**config.mk**
```make
export PLATFORM = sky130hd
export DESIGN_NAME = gaussian_scale_scheduler
export DESIGN_NICKNAME = d
export VERILOG_FILES = /design/src/rtl/gaussian_scale_scheduler.sv
export SDC_FILE = /design/constraint.sdc
export NUM_CORES = 1
export LEC_CHECK = 0
export ABC_AREA = 1
export ABC_CLOCK_PERIOD_IN_PS = 1850
export CAP_MARGIN = 20
export CORE_UTILIZATION = 50
export DETAILED_ROUTE_END_ITERATION = 12
export GPL_TIMING_DRIVEN = 0
export HOLD_SLACK_MARGIN = 0.1
export PLACE_DENSITY_LB_ADDON = 0.08
export SYNTH_ARGS = -nofsm -noshare
export SYNTH_HDL_FRONTEND = slang
export SYNTH_SLANG_ARGS = --single-unit
```
**constraint.sdc**
```tcl
create_clock -name clk -period 1.85 [get_ports clk]
set_input_delay 0.2775 -clock clk [delete_from_list [all_inputs] [get_ports clk]]
set_output_delay 0.2775 -clock clk [all_outputs]
set_load 0.01 [all_outputs]
```
**src/rtl/gaussian_scale_scheduler.sv**
```systemverilog
// Runs NUM_SCALES Gaussian blur passes per frame: pass 0 reads the down-sampler, later passes read the feedback buffer.
// Pixels reach the filter with zero added latency; gauss_full or a missing source valid stalls transfers and holds all counters.
module gaussian_scale_scheduler #(
  parameter int IMG_W        = 320,
  parameter int IMG_H        = 240,
  parameter int NUM_SCALES   = 5,
  parameter int DRAIN_CYCLES = 16,
  parameter int DATA_W       = 8
) (
  input  logic                          clk,
  input  logic                          rst,
  input  logic                          start,
  input  logic                          abort,
  input  logic                          src_valid,
  input  logic [DATA_W-1:0]             src_din,
  output logic                          src_rd_en,
  input  logic                          fb_valid,
  input  logic [DATA_W-1:0]             fb_din,
  output logic                          fb_rd_en,
  input  logic                          gauss_full,
  output logic                          gauss_wr,
  output logic [DATA_W-1:0]             gauss_dout,
  output logic [$clog2(NUM_SCALES)-1:0] scale_sel,
  output logic                          busy,
  output logic                          pass_done,
  output logic                          frame_done
);

  localparam int PIX_N = IMG_W * IMG_H;
  localparam int PIX_W = $clog2(PIX_N);
  localparam int DRN_W = $clog2(DRAIN_CYCLES + 1);
  localparam int SEL_W = $clog2(NUM_SCALES);

  localparam logic [PIX_W-1:0] PIX_LAST  = PIX_W'(PIX_N - 1);
  localparam logic [SEL_W-1:0] PASS_LAST = SEL_W'(NUM_SCALES - 1);

  localparam logic [2:0] S_IDLE  = 3'd0;
  localparam logic [2:0] S_RUN   = 3'd1;
  localparam logic [2:0] S_DRAIN = 3'd2;
  localparam logic [2:0] S_NEXT  = 3'd3;
  localparam logic [2:0] S_DONE  = 3'd4;

  logic [2:0]       r_state;
  logic [PIX_W-1:0] r_pix_cnt;
  logic [SEL_W-1:0] r_pass_cnt;
  logic [DRN_W-1:0] r_drain_cnt;

  logic w_run;
  logic w_first_pass;
  logic w_sel_valid;
  logic w_xfer;
  logic w_last_pix;

  assign w_run        = (r_state == S_RUN);
  assign w_first_pass = (r_pass_cnt == '0);
  assign w_sel_valid  = w_first_pass ? src_valid : fb_valid;
  // abort suppresses the transfer outright, including a last-pixel one
  assign w_xfer       = w_run & ~abort & ~gauss_full & w_sel_valid;
  assign w_last_pix   = (r_pix_cnt == PIX_LAST);

  assign src_rd_en  = w_xfer & w_first_pass;
  assign fb_rd_en   = w_xfer & ~w_first_pass;
  assign gauss_wr   = w_xfer;
  assign gauss_dout = w_run ? (w_first_pass ? src_din : fb_din) : '0;
  assign scale_sel  = r_pass_cnt;
  assign busy       = (r_state != S_IDLE);
  assign pass_done  = (r_state == S_DRAIN) & (r_drain_cnt == DRN_W'(1)) & ~abort;
  assign frame_done = (r_state == S_DONE) & ~abort;

  always_ff @(posedge clk or negedge rst) begin
    if (!rst) begin
      r_state     <= S_IDLE;
      r_pix_cnt   <= '0;
      r_pass_cnt  <= '0;
      r_drain_cnt <= '0;
    end else if (abort) begin
      r_state     <= S_IDLE;
      r_pix_cnt   <= '0;
      r_pass_cnt  <= '0;
      r_drain_cnt <= '0;
    end else begin
      case (r_state)
        S_IDLE: begin
          if (start) begin
            r_state    <= S_RUN;
            r_pix_cnt  <= '0;
            r_pass_cnt <= '0;
          end
        end
        S_RUN: begin
          if (w_xfer) begin
            if (w_last_pix) begin
              r_state     <= S_DRAIN;
              r_pix_cnt   <= '0;
              r_drain_cnt <= DRN_W'(DRAIN_CYCLES);
            end else begin
              r_pix_cnt <= r_pix_cnt + PIX_W'(1);
            end
          end
        end
        S_DRAIN: begin
          r_drain_cnt <= r_drain_cnt - DRN_W'(1);
          if (r_drain_cnt == DRN_W'(1)) begin
            r_state <= S_NEXT;
          end
        end
        S_NEXT: begin
          if (r_pass_cnt == PASS_LAST) begin
            r_state <= S_DONE;
          end else begin
            r_pass_cnt <= r_pass_cnt + SEL_W'(1);
            r_state    <= S_RUN;
          end
        end
        S_DONE: begin
          r_pass_cnt <= '0;
          r_state    <= S_IDLE;
        end
        default: r_state <= S_IDLE;
      endcase
    end
  end

endmodule

```
* Word level (Yosys, flattened, before mapping)
Index checks and enable logic that the tools add are counted.
** Word-level totals
- Bits in registers :: 28
** Operators by class
- Multiplexer cells :: 23
- Eq/ne operators :: 12
- Bitwise gates (word level) :: 11
- Reduce and logical (&&, ||, !) cells :: 10
- Add/sub/neg operators :: 3
** Operator list (number)
- $mux 17 :: 4
- $pmux 17 s2 :: 1
- $mux 3 :: 9
- $add 17x1->17 const B :: 1
- $eq 17x17->1 const B :: 1
- $mux 8 :: 2
- $mux 5 :: 3
- $pmux 3 s4 :: 1
- $pmux 5 s2 :: 1
- $ne 3x2->1 const B :: 3
- $pmux 3 s3 :: 1
- $reduce_and 3->1 :: 3
- $reduce_bool 3->1 :: 3
- $and 1x1->1 :: 8
- $eq 3x2->1 const B :: 2
- $eq 3x3->1 const B :: 2
- $logic_not 3->1 :: 2
- $ne 3x3->1 const B :: 2
- $eq 5x1->1 const B :: 1
- $sub 5x1->5 const B :: 1
- $reduce_and 4->1 :: 1
- $reduce_bool 4->1 :: 1
- $add 3x1->3 const B :: 1
- $eq 3x1->1 const B :: 1
- other kinds (2) :: 4

* Logic depth before layout (Yosys ltp)
- Depth after elaboration :: 7
- Gate-level depth with buffers :: 11
- Gate-level depth less buffers :: 11

* Worst setup path after synthesis
OpenSTA, ideal clock, no wires.
- Path type :: reg2out
- Start point :: reg r_pass_cnt[0] (netlist: scale_sel[0])
- End point :: out fb_rd_en
- Slack :: 232 ps
- Cell stages (with the launch flop) :: 7
- Arrival :: 1341 ps
- Path through :: dfrtp_1 inv_1 ha_1 nand2_1 buf_2 clkinv_1 nor2_1
** On the way
- Longest elaborated chain between the ends :: 4
- Elaborated cells on any way between the ends :: 5
- Classes of those cells :: 1 x mux; 3 x bitwise; 1 x reduce/logical
** Ends and longest elaborated chain
- start, declared :: RTL line 45 : logic [SEL_W-1:0] r_pass_cnt;
- start signal, assigned :: RTL line 111 : r_pass_cnt <= r_pass_cnt + SEL_W'(1);
- $logic_not 3->1 * :: RTL line 55 : assign w_first_pass = (r_pass_cnt == '0);
- $mux 1 :: RTL line 56 : assign w_sel_valid = w_first_pass ? src_valid : fb_valid;
- $and 1x1->1 :: RTL line 58 : assign w_xfer = w_run & ~abort & ~gauss_full & w_sel_valid;
- $and 1x1->1 * :: RTL line 62 : assign fb_rd_en = w_xfer & ~w_first_pass;
- end, declared :: RTL line 19 : output logic fb_rd_en,
Every way passes the cells marked *; elsewhere a longest branch is shown, timed or not.

* Final worst setup path
- Start point :: reg r_pass_cnt[0] (netlist: scale_sel[0])
- End point :: out gauss_dout[3]
** On the way
- Longest elaborated chain between the ends :: 3
** Ends and longest elaborated chain
- $logic_not 3->1 :: RTL line 55
- $mux 8 (2 in a row) :: RTL line 64 : assign gauss_dout = w_run ? (w_first_pass ? src_din : fb_din) : '0;
- end, declared :: RTL line 22 : output logic [DATA_W-1:0] gauss_dout,
No other way between the ends.

==> reports/metrics.yaml <==
areaGrowthSynthToFinish_pct: 28.59
clk_latency_ns: 0.28
grt_pass1_wl_microns: 7734
ys_ff_latch: 28
reg2reg_depth: 9
path_max_fanout: 9
final_cell_area_sq_mm: 0.002555
grt_pass1_vias: 1823
post-route-period-util_pct: 98.87
r2r_start: "r_pix_cnt[0]"
worstSetupStartpointType: "flip-flop"
num_vias: 1953
start_util_pct: 53.07
rrSetupSlack_ns: 0.21
rsz0062_at_grt: "yes"
regToRegEndpoint: "r_pix_cnt[12]"
min-delay-start: "abort"
power_density_mw_per_mm2: 1023
finalSetupViolations: 0
htree_levels: 1
finalCriticalPeriod_ns: 1.829
antenna_found_initial: 0
die_area_sq_mm: 0.004230
clock_sinks: 28
hold_class: "in2reg"
routed_wl_microns: 4485
numCtsBuffers: 3
grt_max_degree: 16
drive_above_1_share_pct: 16.18
hpwl_microns: 3424
drtIter0Drc: 63
cts_tree: "yes"
core_sq_mm: 0.003744
maxCapViolations: 0
clk_transition_reported_paths_ns: 0.09
hold_violations: 0
place.gp.congestion: 0.8407
die_w_microns: 65.04
layout.area.seq_sq_um: 700.7
nFillCells: 347
synth_area_leaders: "dfrtp_1 (35%), nand2_1 (23%), inv_1 (5.7%), nor2_1 (5.3%), nand3_1 (4.0%)"
netlist_area_sq_mm: 0.001987
slew_viol_final: 0
wl_per_cell_microns: 11.38
final_nets: 375
num_rows: 22
synth_nets: 326
ys_seq_area_share_pct: 35.26
cp-endpoint: "gauss_dout[3]"
synthCells: 298
synth_cell_type_count: 29
arrival_ns: 1.55
tightest_slew_ns: 0.7822
yosysTopAreaCellShare_pct: 35.26
grtUsageTotal_pct: 23.10
ant_nets: 0
antenna_cells: 0
numPortBuffers: 38
relSlewSlack_pct: 47.69
die_h_microns: 65.04
clock_skew_ns: 0.006535
max-clock-path-buffers: 2
num_io_pins: 40
critPathRequiredTime_ns: 1.57
crit_type: "reg2out"
critical_path.startpoint: "scale_sel[0]"
end_kind: "output port"
fmax_mhz: 546.7
peakVddDrop_mv: 0.6408
grt_overflow: 0
multi_input_comb_area_sq_mm: 0.001175
status: "finished, final reports clean"
holdWs_ns: 0.3838
route.detailed.drc: 0
placed_area_sq_mm: 0.002455
syn_area_per_cell_sq_um: 6.667
vias_per_cell: 4.957
ys_warn_count: 0
cts-root-buf: "clkbuf_8"
p_leak_nw: 1.256
synth_top_cell_by_area: "dfrtp_1"
first_pass_iters: 4
## through the flow
stage               util, %  total power [mW]  setup TNS [ns]  cells  setup slack, ns
floorplan                 -             1.657               0    298           0.2316
global placement      64.84             2.089          -2.948    384          -0.3471
detailed placement    65.57             2.107          -3.049    385          -0.3492
CTS                   67.21             2.535        -0.06077    393         -0.06077
global route          68.25             2.835         -0.4196    394         -0.08170
finish                68.25             2.613               0    394          0.02098
## cell families (layout without fill, tap and decap cells)
| group | Yosys count | in the layout | share of synthesized area (%) |
|---|---|---|---|
| DFF | 28 | 28 | 35.26 |
| AOI/OAI and AO/OA | 25 | 25 | 7.242 |
| adders and majority gates | 5 | 5 | 3.149 |
| xor gates and xnor gates | 9 | 9 | 3.967 |
| buffers and inverters | 39 | 87 | 8.312 |
| and+or+nand+nor | 192 | 192 | 42.06 |
## synthesized netlist by cell type
| master | count |
|---|---|
| nand3b_1 | 2 |
| or2_2 | 2 |
| nor2_2 | 2 |
| a21o_1 | 1 |
| xor2_1 | 5 |
| nand3_2 | 2 |
| o21ai_0 | 4 |
| nor2_1 | 28 |
| a31oi_1 | 1 |
| o21ai_1 | 4 |
| buf_4 | 2 |
| nand3_4 | 1 |
| buf_2 | 3 |
| o21ai_4 | 1 |
| buf_6 | 1 |
| nand3_1 | 16 |
| dfrtp_1 | 28 |
| inv_1 | 30 |
| o2111ai_1 | 1 |
| nand2_2 | 4 |
| nor3_1 | 7 |
| nand4_1 | 4 |
| nor2_4 | 3 |
| nand2_1 | 121 |
| inv_2 | 2 |
| a21oi_1 | 13 |
| ha_1 | 5 |
| clkinv_1 | 1 |
| xnor2_1 | 4 |
## area by class of cell
cell class,count,share of cell area (%)
plain buffers,6,1.861
clock buffers,4,2.155
inverters,33,5.142
multi-input cells,231,45.98
flip-flops and latches,28,27.42
well taps,48,2.351
repair buffers,44,15.08
## power breakdown
group	internal [mW]	switching, mW	leakage (nW)
Sequential	0.708	0.0954	0.383
Combinational	0.590	0.832	0.844
Clock	0.191	0.196	0.0288
Total	1.49	1.12	1.26
## how the worst min path moves through the flow
stage / end / slack, ns / depth (start not counted)
after floorplan: r_drain_cnt[0] / -0.02 / 0
after global placement: r_pix_cnt[14] / 0.48 / 2
after detailed placement: r_pix_cnt[14] / 0.47 / 2
after CTS: r_state[1] / 0.36 / 4
after global routing: r_state[0] / 0.41 / 4
final: r_state[0] / 0.38 / 4
## worst max-delay path, cell delays in order, from the launching register on
cell	delay (ns)
dfrtp_1	0.40
inv_2	0.10
ha_4	0.16
nand2_4	0.06
buf_6	0.14
inv_8	0.07
nand2_1	0.07
a21oi_2	0.13
buf_2	0.14
## registers in the layout, summed over array words and instances, names as in the netlist
| signal | cells |
|---|---|
| r_drain_cnt | 5 |
| scale_sel | 3 |
| r_pix_cnt | 17 |
| r_state | 3 |
## layout by cell type, fill, tap and decap left out, drive strengths merged, types with 2 or more instances in the layout
cell type,netlist,layout
a21oi,13,13
buf,6,22
clkbuf,0,5
clkdlybuf4s50,0,25
dfrtp,28,28
dlygate4sd2,0,2
ha,5,5
inv,32,33
nand2,125,125
nand3,19,19
nand3b,2,2
nand4,4,4
nor2,33,33
nor3,7,7
o21ai,9,9
or2,2,2
xnor2,4,4
xor2,5,5
## layer usage
metal / part of all wire [%] / global-route usage, % / vias to the layer above / wire length, microns
met5: 0 / 0 / - / 0
met4: 1.1 / 5.707 / 0 / 48
met3: 6.8 / 4.577 / 5 / 303
met2: 45 / 38.93 / 41 / 2005
met1: 47 / 30.20 / 881 / 2126
li1: - / - / 1026 / -
## repair_timing
| action | in CTS | in global routing |
|---|---|---|
| hold buffers | 0 | 0 |
| endpoints found under the setup margin | 13 | 11 |
| cloned | 0 | 1 |
| setup buffers | 4 | 0 |
| pin swaps | 2 | 3 |
| gates resized for setup | 50 | 15 |
(Power assumes the default switching activity.)
